## config.mk

```make
export PLATFORM = sky130hd
export DESIGN_NAME = multicycle_control
export DESIGN_NICKNAME = d
export VERILOG_FILES = /design/src/rtl/multicycle_control.sv
export SDC_FILE = /design/constraint.sdc
export NUM_CORES = 1
export LEC_CHECK = 0
export ABC_AREA = 1
export CAP_MARGIN = 20
export CORE_MARGIN = 5
export CORE_UTILIZATION = 50
export CTS_BUF_LIST = sky130_fd_sc_hd__clkbuf_2
export CTS_CLUSTER_SIZE = 24
export DETAILED_ROUTE_END_ITERATION = 16
export GPL_TIMING_DRIVEN = 0
export PLACE_DENSITY = 0.84
export SYNTH_ARGS = -nofsm -noshare
export SYNTH_HDL_FRONTEND = slang
export SYNTH_SLANG_ARGS = --single-unit
export TNS_END_PERCENT = 20
```

## constraint.sdc

```tcl
create_clock -name clk_i -period 2.8 [get_ports clk_i]
set_input_delay 0.56 -clock clk_i [delete_from_list [all_inputs] [get_ports clk_i]]
set_output_delay 0.56 -clock clk_i [all_outputs]
set_load 0.05 [all_outputs]
```

## src/rtl/multicycle_control.sv

```systemverilog
// Multi-cycle RV32I control unit: sequences fetch/decode/execute/memory/write-back
// over a shared memory port, counts retired instructions and traps on bad opcodes.
module multicycle_control #(
    parameter bit SUPPORT_ALU_IMM = 1'b1,
    parameter bit SUPPORT_JAL     = 1'b1,
    parameter bit MEM_HANDSHAKE   = 1'b1,
    parameter int CNT_W           = 32
) (
    input  logic             clk_i,
    input  logic             rst_i,
    input  logic [6:0]       opcode_i,
    input  logic             mem_ready_i,
    output logic             pc_write_o,
    output logic             pc_src_o,
    output logic             ir_write_o,
    output logic             iord_o,
    output logic             mem_read_o,
    output logic             mem_write_o,
    output logic             reg_write_o,
    output logic [1:0]       result_src_o,
    output logic [1:0]       alu_src_a_o,
    output logic [1:0]       alu_src_b_o,
    output logic [1:0]       alu_op_o,
    output logic             branch_o,
    output logic             done_o,
    output logic             trap_o,
    output logic [CNT_W-1:0] instret_o
);
    localparam logic [6:0] OP_R   = 7'b0110011;
    localparam logic [6:0] OP_I   = 7'b0010011;
    localparam logic [6:0] OP_LW  = 7'b0000011;
    localparam logic [6:0] OP_SW  = 7'b0100011;
    localparam logic [6:0] OP_BR  = 7'b1100011;
    localparam logic [6:0] OP_JAL = 7'b1101111;

    typedef enum logic [3:0] {
        S_FETCH, S_DECODE, S_MEM_ADDR, S_MEM_READ, S_MEM_WB, S_MEM_WRITE,
        S_EXEC_R, S_EXEC_I, S_ALU_WB, S_BRANCH, S_JAL, S_ILLEGAL
    } state_t;

    state_t state, state_nxt;
    logic             ready;
    logic             pc_write, pc_src, ir_write, iord, mem_read, mem_write, reg_write;
    logic             branch, done, trap;
    logic [1:0]       result_src, alu_src_a, alu_src_b, alu_op;
    logic [CNT_W-1:0] instret;

    assign ready = MEM_HANDSHAKE ? mem_ready_i : 1'b1;

    always_ff @(posedge clk_i or posedge rst_i) begin
        if (rst_i) state <= S_FETCH;
        else       state <= state_nxt;
    end

    always_ff @(posedge clk_i or posedge rst_i) begin
        if (rst_i)     instret <= '0;
        else if (done) instret <= instret + CNT_W'(1);
    end

    always_comb begin
        state_nxt  = state;
        pc_write   = 1'b0;
        pc_src     = 1'b0;
        ir_write   = 1'b0;
        iord       = 1'b0;
        mem_read   = 1'b0;
        mem_write  = 1'b0;
        reg_write  = 1'b0;
        result_src = 2'b00;
        alu_src_a  = 2'b00;
        alu_src_b  = 2'b00;
        alu_op     = 2'b00;
        branch     = 1'b0;
        done       = 1'b0;
        trap       = 1'b0;
        case (state)
            S_FETCH: begin
                // PC+4 is computed while the fetch is outstanding; commit only on ready
                mem_read  = 1'b1;
                alu_src_b = 2'b10;
                if (ready) begin
                    ir_write  = 1'b1;
                    pc_write  = 1'b1;
                    state_nxt = S_DECODE;
                end
            end
            S_DECODE: begin
                alu_src_a = 2'b01;
                alu_src_b = 2'b01;
                case (opcode_i)
                    OP_R:         state_nxt = S_EXEC_R;
                    OP_I:         state_nxt = SUPPORT_ALU_IMM ? S_EXEC_I : S_ILLEGAL;
                    OP_LW, OP_SW: state_nxt = S_MEM_ADDR;
                    OP_BR:        state_nxt = S_BRANCH;
                    OP_JAL:       state_nxt = SUPPORT_JAL ? S_JAL : S_ILLEGAL;
                    default:      state_nxt = S_ILLEGAL;
                endcase
            end
            S_MEM_ADDR: begin
                alu_src_a = 2'b10;
                alu_src_b = 2'b01;
                state_nxt = (opcode_i == OP_LW) ? S_MEM_READ : S_MEM_WRITE;
            end
            S_MEM_READ: begin
                mem_read = 1'b1;
                iord     = 1'b1;
                if (ready) state_nxt = S_MEM_WB;
            end
            S_MEM_WB: begin
                reg_write  = 1'b1;
                result_src = 2'b01;
                done       = 1'b1;
                state_nxt  = S_FETCH;
            end
            S_MEM_WRITE: begin
                mem_write = 1'b1;
                iord      = 1'b1;
                if (ready) begin
                    done      = 1'b1;
                    state_nxt = S_FETCH;
                end
            end
            S_EXEC_R: begin
                alu_src_a = 2'b10;
                alu_op    = 2'b10;
                state_nxt = S_ALU_WB;
            end
            S_EXEC_I: begin
                alu_src_a = 2'b10;
                alu_src_b = 2'b01;
                alu_op    = 2'b10;
                state_nxt = S_ALU_WB;
            end
            S_ALU_WB: begin
                reg_write = 1'b1;
                done      = 1'b1;
                state_nxt = S_FETCH;
            end
            S_BRANCH: begin
                alu_src_a = 2'b10;
                alu_op    = 2'b01;
                branch    = 1'b1;
                pc_src    = 1'b1;
                done      = 1'b1;
                state_nxt = S_FETCH;
            end
            S_JAL: begin
                pc_write   = 1'b1;
                pc_src     = 1'b1;
                reg_write  = 1'b1;
                result_src = 2'b11;
                done       = 1'b1;
                state_nxt  = S_FETCH;
            end
            S_ILLEGAL: trap = 1'b1;
            default:   state_nxt = S_ILLEGAL;
        endcase
    end

    // Reset masks every output combinationally, so it takes effect without a clock edge
    assign pc_write_o   = pc_write  & ~rst_i;
    assign pc_src_o     = pc_src    & ~rst_i;
    assign ir_write_o   = ir_write  & ~rst_i;
    assign iord_o       = iord      & ~rst_i;
    assign mem_read_o   = mem_read  & ~rst_i;
    assign mem_write_o  = mem_write & ~rst_i;
    assign reg_write_o  = reg_write & ~rst_i;
    assign branch_o     = branch    & ~rst_i;
    assign done_o       = done      & ~rst_i;
    assign trap_o       = trap      & ~rst_i;
    assign result_src_o = rst_i ? 2'b00 : result_src;
    assign alu_src_a_o  = rst_i ? 2'b00 : alu_src_a;
    assign alu_src_b_o  = rst_i ? 2'b00 : alu_src_b;
    assign alu_op_o     = rst_i ? 2'b00 : alu_op;
    assign instret_o    = instret;
endmodule

```

=== After elaboration in Yosys (flattened, before gate mapping) ===
Index checks and enable logic that the tools add are counted.

* Order comparisons: 0
* Bitwise gates (word level): 12
* Equality and inequality tests: 20
* Divide/modulo/power cells: 0
* Add/sub/neg operators: 1
* Reductions and logical operators: 11
* Shift operators: 0
* $mul: 0
* Multiplexer cells: 25

{| class="wikitable"
|+ Operators by type and width
! cell !! number
|-
| 32-bit by 1-bit adder with 32-bit output, second input constant || 1
|-
| 4-bit one-hot mux with 8 select lines || 1
|-
| 4-bit one-hot mux with 5 select lines || 1
|-
| 4-bit by 3-bit == test with 1-bit output, second input constant || 4
|-
| 4-bit == test, second input constant || 4
|-
| 2-bit one-hot mux with 2 select lines || 4
|-
| 7-bit by 6-bit == test with 1-bit output, second input constant || 2
|-
| 7-bit == test, second input constant || 2
|-
| 4-bit 2-to-1 mux || 3
|-
| 1-bit AND || 10
|-
| 2-bit OR reduction || 5
|-
| 1-bit 2-to-1 mux || 9
|-
| 4-bit by 2-bit == test with 1-bit output, second input constant || 2
|-
| 2-bit 2-to-1 mux || 4
|-
| 4-bit OR reduction || 2
|-
| 7-bit by 2-bit == test with 1-bit output, second input constant || 1
|-
| 7-bit by 5-bit == test with 1-bit output, second input constant || 1
|-
| 2-bit inequality test, second input constant || 3
|-
| 3-bit OR reduction || 2
|-
| 4-bit by 1-bit == test with 1-bit output, second input constant || 1
|-
| 4-bit zero test || 1
|-
| 1-bit one-hot mux with 2 select lines || 2
|-
| 4-bit AND reduction || 1
|-
| 3-bit 2-to-1 mux || 1
|-
| 1-bit inverter || 2
|}

* Memory bits (read-only): 0
* Flip-flop bits (word level): 36
* Memories kept: 0
* Word-level logic and storage cells: 71
* Bits in writable memories: 0
* Output and inout port bits: 50
* Latch bits: 0
* Input port bits: 10

=== Depth between registers and ports, before layout ===
Gate-level depths: netlist of run 1.

* Depth after elaboration: 4
* Depth in mapped cells: 11
* Depth with buffers taken out: 10

=== Worst setup path before layout of run 1 ===
No wires, ideal clock.

* Kind: flip-flop to output port
* Start point: register state[3]
* End point: output port pc_write_o
* Path slack: -0.063 ns
* Required time: 2.240 ns
* Path buffers: 0
* Arrival: 2.303 ns
* Stages on the path, launching flop included: 6
* Path through: dfrtp_1 -> nor2_1 -> nand2_1 -> nor2_1 -> inv_1 -> o22ai_1

* Longest elaborated chain between the ends: 3
* Elaborated cells between the ends (all ways): 4
* Classes of those cells: eq/ne (1); mux (1); bitwise (1); reduce/logical (1)

{| class="wikitable"
|+ Ends and longest elaborated chain
! what !! RTL line !! source
|-
| start: declaration || 41 || <nowiki>state_t state, state_nxt;</nowiki>
|-
| start signal: assignment || 52 || <nowiki>else state <= state_nxt;</nowiki>
|-
| 4-bit == test or 4-bit zero test (tied branches) || 76 || <nowiki>case (state)</nowiki>
|-
| 1-bit one-hot mux with 2 select lines * || 76 ||
|-
| 1-bit AND * || 161 || <nowiki>assign pc_write_o = pc_write & ~rst_i;</nowiki>
|-
| end: declaration || 13 || <nowiki>output logic pc_write_o,</nowiki>
|}

Mark *: on every way between the ends. The rest lies on a longest branch, timed or not.

=== Final worst setup path of run 1 ===
* Start point: input port rst_i
* End point: output port alu_src_b_o[0]

* Longest elaborated chain between the ends: 1

{| class="wikitable"
|+ Ends and longest elaborated chain
! what !! RTL line !! source
|-
| start: declaration || 10 || <nowiki>input logic rst_i,</nowiki>
|-
| 2-bit 2-to-1 mux || 173 || <nowiki>assign alu_src_b_o = rst_i ? 2'b00 : alu_src_b;</nowiki>
|-
| end: declaration || 22 || <nowiki>output logic [1:0] alu_src_b_o,</nowiki>
|}

Every way passes these cells.

==> summary.md, run 1 <==
| Metric | Value |
|---|---|
| Global route overflow | 0 |
| Yosys top cell area share | 34.3% |
| Post-CTS Setup Bufs | 0 |
| Compound-Gate Fraction of Synth Area | under 10% |
| Final Cycle Share | between 90% and 100% |
| Fillers | 486 |
| Root Buffer | clkbuf_2 |
| Synth Register Bits | 36 |
| R2r startpoint | instret_o[0] |
| P&R area growth vs syn | 27.4% |
| First-pass GRT wire length | 11500 um |
| CTS tree | done |
| Min-delay src | instret_o[1] |
| Multi-input combinational cell area | between 1000 and 1500 sq um |
| DRC Markers | 0 |
| Clock Latency Late Sink | around 400 ps |
| Met3 GRT Util | around 4.4% |
| Grt peak-use layer | met2 |
| Largest area contributor in the netlist | dfrtp_1 |
| Crit path from | rst_i |
| Total track usage | between 20% and 30% |
| Largest family of logic cells by synthesized area | simple AND/OR/NAND/NOR gates |
| Maximum capacitance violations | 0 |
| Leakage | around 1.6 nW |
| CTS buffer count | 5 |
| Arr. time, crit path | 2110 ps |
| CTS Hold Bufs | 0 |
| Xor/xnor share of the synthesized area | 3.34% |
| Initial drt markers | 150 |
| Port-buffer cells | around 60 |
| Area occupied by registers | ~900 sq um |
| Slew Viols, Final | 0 |
| I/O pins | 60 |
| Top cells by area, synth | dfrtp_1 34%, nand2_1 27%, nor2_1 10% |
| Drt pass-1 iters | 4 |
| Post-CTS sizing | 25 |
| Max rail drop VDD | between 0.00015 and 0.0002 V |
| Die area | just under 7000 sq um |
| Chip Width | approximately 80 um |
| Initial antenna violation count | 0 |
| Minimum clock period after layout | 2670 ps |
| Fin area | between 3000 and 4000 sq um |
| DP Area | 3310 sq um |
| Slew @ Worst Pin | slightly above 500 ps |
| Dpl cells | between 500 and 600 |
| Share of post-route cells with drive strength above 1 | roughly 6.6% |
| CTS sink cnt | 36 |
| Post-Synthesis Cells | roughly 430 |
| Mux cell area share after synthesis | 0% |
| Mapped Area | 2620 sq um |
| Met1 usage | 27.1% |
| Crit path setup slack, layout | 127 ps |
| Clock transition at path regs | between 150 and 200 ps |
| Largest net degree at the start of global routing | 39 |
| Final Hold Viols | 0 |
| Vias | about 2800 |
| Crit path required time | 2240 ps |
| Clk_skew | 8.04 ps |
| Setup WS pre-CTS | -651 ps |
| Post-synthesis adder-cell area fraction | 0.477% |
| Total Power | a little under 800 uW |
| Htree depth | 2 |
| Final WL | about 6800 um |
| Slew HR | approximately 66% |
| Die height | a little over 80 um |
| CP startpoint kind | input port |
| Initial core utilization | ~51% |
| Largest fanout on the critical path | 38 |
| Final antenna-violating net count | 0 |
| Syn nets | between 400 and 500 |
| Simple-Gate Fraction of Synth Area | around half |
| Fin cells | roughly 570 |
| Final GP Congestion | between 0.9 and 1 |
| Row count | 26 |
| Post-DP HPWL | roughly 5400 um |
| Avg WL per Cell | 11.9 um |
| Vias per inst | approximately 4.9 |
| Yosys warning count | 0 |
| Core Footprint | approximately 5100 sq um |
| Final setup fails | 0 |
| Nets | approximately 500 |
| Post-synthesis average cell area | ~6 sq um |
| GR Util met2 | between 30 and 40% |
| Hold crit path type | register to register |
| Fmax | 374 MHz |
| Power density over cell area | 237 nW/um^2 |
| Vias in the first global route | ~2700 |
| RSZ-0062 raised after global routing | true |
| N_diodes | 0 |
| CTS Buffer Depth | 2 |
| Post-synth cell types | 28 |
| Crit path kind | input port to output port |
| Worst setup EP type | output port |
| Status | complete, no violations |
| Register area share after synthesis | ~34% |
==> worst max-delay path, cell delays in order <==
cell and delay (ps):
clkdlybuf4s50_1 580, inv_6 350, o21ai_0 170, inv_1 80, clkdlybuf4s15_2 370
==> placed cells by master, fill, tap and decap left out, types with 2 or more instances in the layout <==
master           count
clkinv_2             2
o21ai_1              4
nand2_2              3
nand4_1              4
inv_2                3
inv_1               42
o21ai_0              9
dlygate4sd2_1       13
nand3_1             24
dlymetal6s2s_1       2
clkbuf_2             6
clkdlybuf4s50_1     41
nor3_1               4
nand2_1            192
dfrtp_1             35
buf_6                4
xor2_1               9
nor2_1              69
nor2_2               3
a21oi_1              6
buf_4                3
nand3b_1             6
==> registers in the layout, indices dropped and copies added, names as in the netlist <==
signal	count
instret_o	32
state	4
==> kinds of logic after synthesis <==
logic type	after synthesis
and+or+nand+nor	309
buffers and inverters	55
DFF	36
AOI/OAI and AO/OA	21
xor gates and xnor gates	10
adders and majority gates	1
==> layer usage <==
layer	routed length, um	vias up	part of all wire, %
li1	-	1455	-
met1	3040	1256	45
met2	3220	86	47
met3	409	12	6.0
met4	117	0	1.7
met5	0	-	0
==> report_power, final <==
part / switching, mW / internal, mW / total (mW)
Clock: 0.175 / 0.0559 / 0.231
Sequential: 0 / 0.520 / 0.520
Combinational: 0.0241 / 0.0153 / 0.0394
==> cell usage after synthesis <==
library cell / n
nor2_2: 2
buf_2: 1
nand2_2: 3
inv_1: 43
nor2_1: 70
xnor2_1: 1
a31oi_1: 1
nand3_1: 24
ha_1: 1
o21ai_0: 9
nand2_1: 192
nor2_4: 1
xor2_1: 9
buf_6: 4
inv_4: 1
nand3b_1: 6
clkbuf_1: 1
buf_4: 2
nor3_1: 4
o21ai_1: 4
nor2b_1: 1
nand3_4: 1
nand4_1: 4
o22ai_1: 1
inv_2: 3
dfrtp_1: 36
a21oi_1: 6
nor3b_1: 1
==> final timing paths <==
kind                       cells past startpoint  slack, ps        endpoint
setup reg to reg                              11       1060   instret_o[26]
hold reg to reg                                2        570    instret_o[1]
setup / recovery                               5        130  alu_src_b_o[0]
max in group asynchronous                      2       1870        state[3]
hold / removal                                 2        570    instret_o[1]
min in group asynchronous                      2        670   instret_o[23]
==> cell type report <==
type	count	area share, %
sequential	36	27.0
clock inverter	3	0.412
multi-input combinational	341	44.4
tap	70	2.62
clock buffer	5	0.749
buffer	8	2.10
timing repair buffer	59	17.2
inverter	47	5.50
==> stage by stage <==
step / util, % / hold WS, ps / setup TNS (ps)
after detailed placement: 64.8 / 529 / -2310
after CTS: 65.2 / 568 / 0
after global placement: 64.8 / 511 / -2920
after floorplan: - / 582 / 0
final: 65.4 / 566 / 0
after global routing: 65.4 / 593 / -21.5
No activity file was read; power rests on OpenSTA's default activity.
==> run 2, diff against run 1 <==
CTS_BUF_LIST = default   (was sky130_fd_sc_hd__clkbuf_2)
GPL_TIMING_DRIVEN = default   (was 0)
TNS_END_PERCENT = 100   (was 20)
==> run 2 against run 1 <==
Against the previous run: routed wire length increased by 4.3%; clock skew is 7.1 ps higher; sequential cell count unchanged; combinational power grew 12%.
==> summary.md, run 2 (synthesis gave the netlist of run 1 again) <==
| Metric | Value |
|---|---|
| Status | complete, no violations |
| Power density over cell area | 261 nW/um^2 (+10%) |
| Most frequent cells in the layout | 192 x nand2_1, 70 x nor2_1, 43 x inv_1 |
| P_sw | 213 uW (+7.2%) |
| Clock power frac | 38.8% (+9.6 points) |
| Fmax | 402 MHz (+7.3%) |
| DRC Markers | 0 (unchanged) |
| Crit path kind | input port to output port |
| Final core occ | 69.1% (+3.6 points) |
| Hold crit path type | register to register |
| Core Footprint | 5110 sq um (unchanged) |
| I/O pins | 60 (unchanged) |
| Crit-path slowest cell | clkdlybuf4s50_1 |
| P&R area growth vs syn | 34.4% |
| Htree depth | 2 (unchanged) |
| Post-DP HPWL | 5690 um (+5.7%) |
| Combinational group share of total power | 4.8% (-0.2 points) |
| CTS sink cnt | 36 (unchanged) |
| Vias | 2836 (+0.96%) |
| Vias in the first global route | 2743 (+2.4%) |
| Clock Latency Late Sink | 300 ps (-90 ps) |
| Met3 GRT Util | 3.36% (-1.1 points) |
| Crit path from | rst_i |
| Initial drt markers | 193 (+29%) |
| Max rail drop VDD | 0.000151 V (-5.1%) |
| Nets | 505 (-0.79%) |
| RSZ-0062 raised after global routing | false |
| Worst path max stage delay | 600 ps (+20 ps) |
| Worst reg-to-reg setup slack | 900 ps (-160 ps) |
| Row count | 26 (unchanged) |
| CTS tree | done |
| Critical-path cell list | clkdlybuf4s50_1, nor2_1, inv_1, nor2_1, buf_12 |
| Final Hold Viols | 0 (unchanged) |
| Die height | 82.4 um (unchanged) |
| Crit path required time | 2240 ps (about the same) |
| Final GP Congestion | 0.953 (+1.8%) |
| Drt pass-1 iters | 4 (unchanged) |
| R2r startpoint | state[3] |
| Initial core utilization | 51.4% (unchanged) |
| Post-CTS Setup Bufs | 0 (unchanged) |
| R2R Path End | instret_o[2] |
| Initial antenna violation count | 0 (unchanged) |
| CTS buffer count | 5 (unchanged) |
| Root Buffer | clkbuf_8 |
| Slew Viols, Final | 0 (unchanged) |
| Sw Ratio | 23.1% (-2.0 points) |
| Slew @ Worst Pin | 509 ps (+0.853 ps) |
| Final setup fails | 0 (unchanged) |
| Largest net degree at the start of global routing | 46 (+18%) |
| Leakage | 1.58 nW (-1.8%) |
| Share of post-route cells with drive strength above 1 | 8.10% (+1.5 points) |
| Largest register FFs | 32 (unchanged) |
| Sequential share of power | 56.4% (-9.4 points) |
| Met1 usage | 27.3% (+0.19 points) |
| Commonest non-fill, non-tap cell in the layout | nand2_1 |
| Final antenna-violating net count | 0 (unchanged) |
| Grt peak-use layer | met2 |
| Worst reg2reg path depth | 9 (-2) |
| Clock transition at path regs | 80 ps (-100 ps) |
| Final WL | 7070 um (+4.3%) |
| Worst setup EP type | output port |
| Post-CTS sizing | 0 (-100%) |
| P_int | 708 uW (+20%) |
| Fin cells | 564 (-0.88%) |
| Crit path setup slack, layout | 310 ps (+182 ps) |
| Largest fanout on the critical path | 11 (-71%) |
| Slew HR | 66.0% (about the same) |
| Global route overflow | 0 (unchanged) |
| Minimum clock period after layout | 2490 ps (-182 ps) |
| GR Util met2 | 41.4% (+4.7 points) |
| Chip Width | 82.4 um (unchanged) |
| Maximum capacitance violations | 0 (unchanged) |
| CTS Hold Bufs | 0 (unchanged) |
| Worst Setup EP | ir_write_o |
| Clk_skew | 15.1 ps (+7.09 ps) |
| Port-buffer cells | 59 (unchanged) |
| CTS Buffer Depth | 2 (unchanged) |
| CP startpoint kind | input port |
| Dpl cells | 557 (-0.71%) |
| Setup WS pre-CTS | 290 ps (+941 ps) |
| Die area | 6800 sq um (unchanged) |
| Vias per inst | 5.03 (+1.9%) |
| First-pass GRT wire length | 12100 um (+4.9%) |
| Arr. time, crit path | 1930 ps (-180 ps) |
| Setup TNS | 0 ps (unchanged) |
| CP dominant cell by count | nor2_1 |
| Final Cycle Share | 88.9% (-6.5 points) |
| N_diodes | 0 (unchanged) |
| Avg WL per Cell | 12.5 um (+5.2%) |
| Total track usage | 22.8% (+1.1 points) |
## run 2: cell count changes in the layout (fill, tap and decap cells not counted), sizes merged
| cell | change |
|---|---|
| buf | +14 |
| clkbuf | -1 |
| clkdlybuf4s15 | -1 |
| clkinv | -2 |
| dlygate4sd2 | -13 |
| dlymetal6s2s | -2 |
## run 2: metrics by stage
step           power (mW)  instance area [sq um]  hold slack (ps)
2_1_floorplan       0.548                   2630              582
3_3_place_gp        0.574                   3450              512
3_5_place_dp        0.575                   3450              524
4_1_cts             0.917                   3530              541
5_1_grt             0.946                   3530              563
6_report            0.922                   3530              542
## run 2: worst max-delay path, delay by kind of cell
kind,cells,cell delay [ps]
simple gates,2,490
buf+inv,3,870
## run 2: how the worst min path moves through the flow
stage	start	end	slack (ps)	depth (start not counted)
5_1_grt	instret_o[31]	instret_o[31]	560	2
3_5_place_dp	instret_o[1]	instret_o[1]	520	2
4_1_cts	instret_o[1]	instret_o[1]	540	2
6_report	instret_o[1]	instret_o[1]	540	2
3_3_place_gp	instret_o[1]	instret_o[1]	510	2
2_1_floorplan	state[1]	state[3]	580	2
## run 2: layout make-up
type / instances / area [sq um]
Sequential cell: 36 / 901
Tap cell: 70 / 87.6
Clock buffer: 6 / 72.6
Timing Repair Buffer: 63 / 801
Fill cell: 452 / 1580
Clock inverter: 1 / 5.00
Multi-Input combinational cell: 341 / 1480
Inverter: 47 / 179
## run 2: power groups by stage
stage                     Combinational, mW  Sequential [mW]  Clock (mW)
final                                0.0443            0.520       0.357
after global routing                 0.0496            0.519       0.377
after CTS                            0.0451            0.520       0.352
after detailed placement             0.0450            0.530           0
after global placement               0.0440            0.530           0
after floorplan                      0.0185            0.530           0
## run 2: layer usage
| layer | routed length [um] | vias to the layer above |
|---|---|---|
| li1 | - | 1449 |
| met1 | 2940 | 1292 |
| met2 | 3590 | 81 |
| met3 | 424 | 14 |
| met4 | 117 | 0 |
| met5 | 0 | - |
==> run 3, diff against run 2 <==
clock period = 3 ns   (was 2.8 ns; I/O delays follow)
==> run 3 against run 2 <==
Against the previous run: non-clock buffer count decreased by 1; critical path depth unchanged; combinational power decreased by 16%; sequential cell count unchanged; clock power decreased by 8.7%.
==> summary.md, run 3 (synthesis gave the netlist of run 1 again) <==
| Metric | Value |
|---|---|
| Status | complete, no violations |
| Setup TNS | 0 ps (unchanged) |
| Nets | 504 (-0.20%) |
| Slew HR | 65.6% (-0.34 points) |
| Clock power frac | 38.4% (-0.4 points) |
| Final antenna-violating net count | 0 (unchanged) |
| Initial core utilization | 51.4% (unchanged) |
| Power density over cell area | 252 nW/um^2 (-3.5%) |
| Final Cycle Share | a little under nine tenths |
| Leakage | 1.54 nW (-2.6%) |
| Clock Latency Late Sink | 290 ps (about the same) |
| Worst setup EP type | output port |
| N_diodes | 0 (unchanged) |
| Critical-path cell list | clkdlybuf4s50_1, nor2_1, inv_1, o22ai_1, buf_12 |
| Clk_skew | 4.41 ps (-10.7 ps) |
| CTS Buffer Depth | 2 (unchanged) |
| Post-CTS sizing | 0 (unchanged) |
| Combinational group share of total power | 4.4% (-0.4 points) |
| Final setup fails | 0 (unchanged) |
| Global route overflow | 0 (unchanged) |
| CP startpoint kind | input port |
| Initial antenna violation count | 0 (unchanged) |
| P_sw | 190 uW (-11%) |
| Maximum capacitance violations | 0 (unchanged) |
| Post-DP HPWL | 5350 um (-6.0%) |
| Chip Width | 82.4 um (unchanged) |
| RSZ-0062 raised after global routing | false |
| Sequential share of power | 57.2% (+0.8 points) |
| Initial drt markers | 156 (-19%) |
| Max rail drop VDD | 0.000211 V (+40%) |
| Final WL | 6690 um (-5.4%) |
| CTS buffer count | 5 (unchanged) |
| DRC Markers | 0 (unchanged) |
| Worst reg-to-reg setup slack | 1090 ps (+190 ps) |
| Top delay family on crit path | buffers and inverters |
| P&R area growth vs syn | 28.2% |
| Clock transition at path regs | 70 ps (about the same) |
| Die area | 6800 sq um (unchanged) |
| CTS sink cnt | 36 (unchanged) |
| Crit path kind | input port to output port |
| Dpl cells | 556 (-0.18%) |
| Final GP Congestion | 0.893 (-6.3%) |
| CTS tree | done |
| Core Footprint | 5110 sq um (unchanged) |
| Crit-path slowest cell | clkdlybuf4s50_1 |
| Htree depth | 2 (unchanged) |
| Port-buffer cells | 59 (unchanged) |
| Crit path required time | 2400 ps (+160 ps) |
| Largest fanout on the critical path | 15 (+4) |
| Minimum clock period after layout | about 2600 ps |
| CTS Hold Bufs | 0 (unchanged) |
| Row count | 26 (unchanged) |
| Commonest non-fill, non-tap cell in the layout | nand2_1 |
| Largest net degree at the start of global routing | 46 (unchanged) |
| I/O pins | 60 (unchanged) |
| Vias per inst | 5.01 (-0.32%) |
| Share of post-route cells with drive strength above 1 | 7.71% (-0.39 points) |
| Worst path max stage delay | 630 ps (+30 ps) |
| Slew Viols, Final | 0 (unchanged) |
| Vias in the first global route | 2685 (-2.1%) |
| Vias | 2822 (-0.49%) |
| Avg WL per Cell | 11.9 um (-5.2%) |
| First-pass GRT wire length | 11600 um (-3.6%) |
| Fin cells | 563 (-0.18%) |
| WP buf/inv | 3 (unchanged) |
| Die height | 82.4 um (unchanged) |
| Fmax | 390 MHz |
| Slew @ Worst Pin | 514 ps (+5.13 ps) |
| Arr. time, crit path | 1970 ps (+40 ps) |
| Post-CTS Setup Bufs | 0 (unchanged) |
| Total track usage | 21.8% (-1.0 points) |
| Final Hold Viols | 0 (unchanged) |
| Sw Ratio | 22.4% (-0.78 points) |
| Most frequent cells in the layout | 192 x nand2_1, 70 x nor2_1, 43 x inv_1 |
| Hold crit path type | register to register |
| Largest register FFs | 32 (unchanged) |
| Drt pass-1 iters | 6 (+2) |
| P_int | 658 uW (-7.0%) |
| Root Buffer | clkbuf_8 |
-- run 3: cell count changes in the layout (fill, tap and decap cells not counted), sizes merged --
| cell | previous run | this run |
|---|---|---|
| buf | 22 | 21 |
-- run 3: tightest hold or removal path: stages (launching register included) --
cell and delay [ps]:
dfrtp_1 390, nand2_1 60, nand2_1 60
-- run 3: path summary, 6_finish.rpt --
path	cells after the start	start	to
max	5	rst_i	pc_write_o
min	2	instret_o[31]	instret_o[31]
max reg2reg	9	state[3]	instret_o[2]
min reg2reg	2	instret_o[31]	instret_o[31]
max in group asynchronous	3	rst_i	instret_o[19]
min in group asynchronous	3	rst_i	instret_o[30]
-- run 3: power by group through the flow --
stage	logic [mW]	registers [mW]	clock network [mW]
after floorplan	0.0171	0.494	0
after global placement	0.0371	0.494	0
after detailed placement	0.0381	0.494	0
after CTS	0.0380	0.485	0.331
after global routing	0.0416	0.485	0.353
final	0.0371	0.485	0.326
-- run 3: metrics by stage --
stage / power [mW] / utilization, % / hold WS, ps / worst slack [ps] / cell area [sq um]
after floorplan: 0.512 / - / 582 / 96.9 / 2620
after global routing: 0.879 / 65.9 / 567 / 354 / 3360
after CTS: 0.854 / 65.9 / 541 / 451 / 3360
after global placement: 0.532 / 64.3 / 518 / 507 / 3290
final: 0.848 / 65.9 / 536 / 434 / 3360
after detailed placement: 0.532 / 64.3 / 518 / 450 / 3290
-- run 3: per-layer routing --
layer / share of wire (%) / track usage (%) / vias up
li1: - / - / 1451
met1: 43 / 26.3 / 1254
met2: 49 / 39.8 / 100
met3: 6.4 / 3.15 / 17
met4: 1.6 / 5.98 / 0
met5: 0 / 0 / -
-- run 3: area by class of cell --
| cell class | count | area (sq um) |
|---|---|---|
| fill | 486 | 1740 |
| multi-input combinational | 341 | 1480 |
| sequential | 36 | 901 |
| timing repair buffer | 62 | 643 |
| inverter | 47 | 179 |
| tap | 70 | 87.6 |
| clock buffer | 6 | 72.6 |
| clock inverter | 1 | 5.00 |
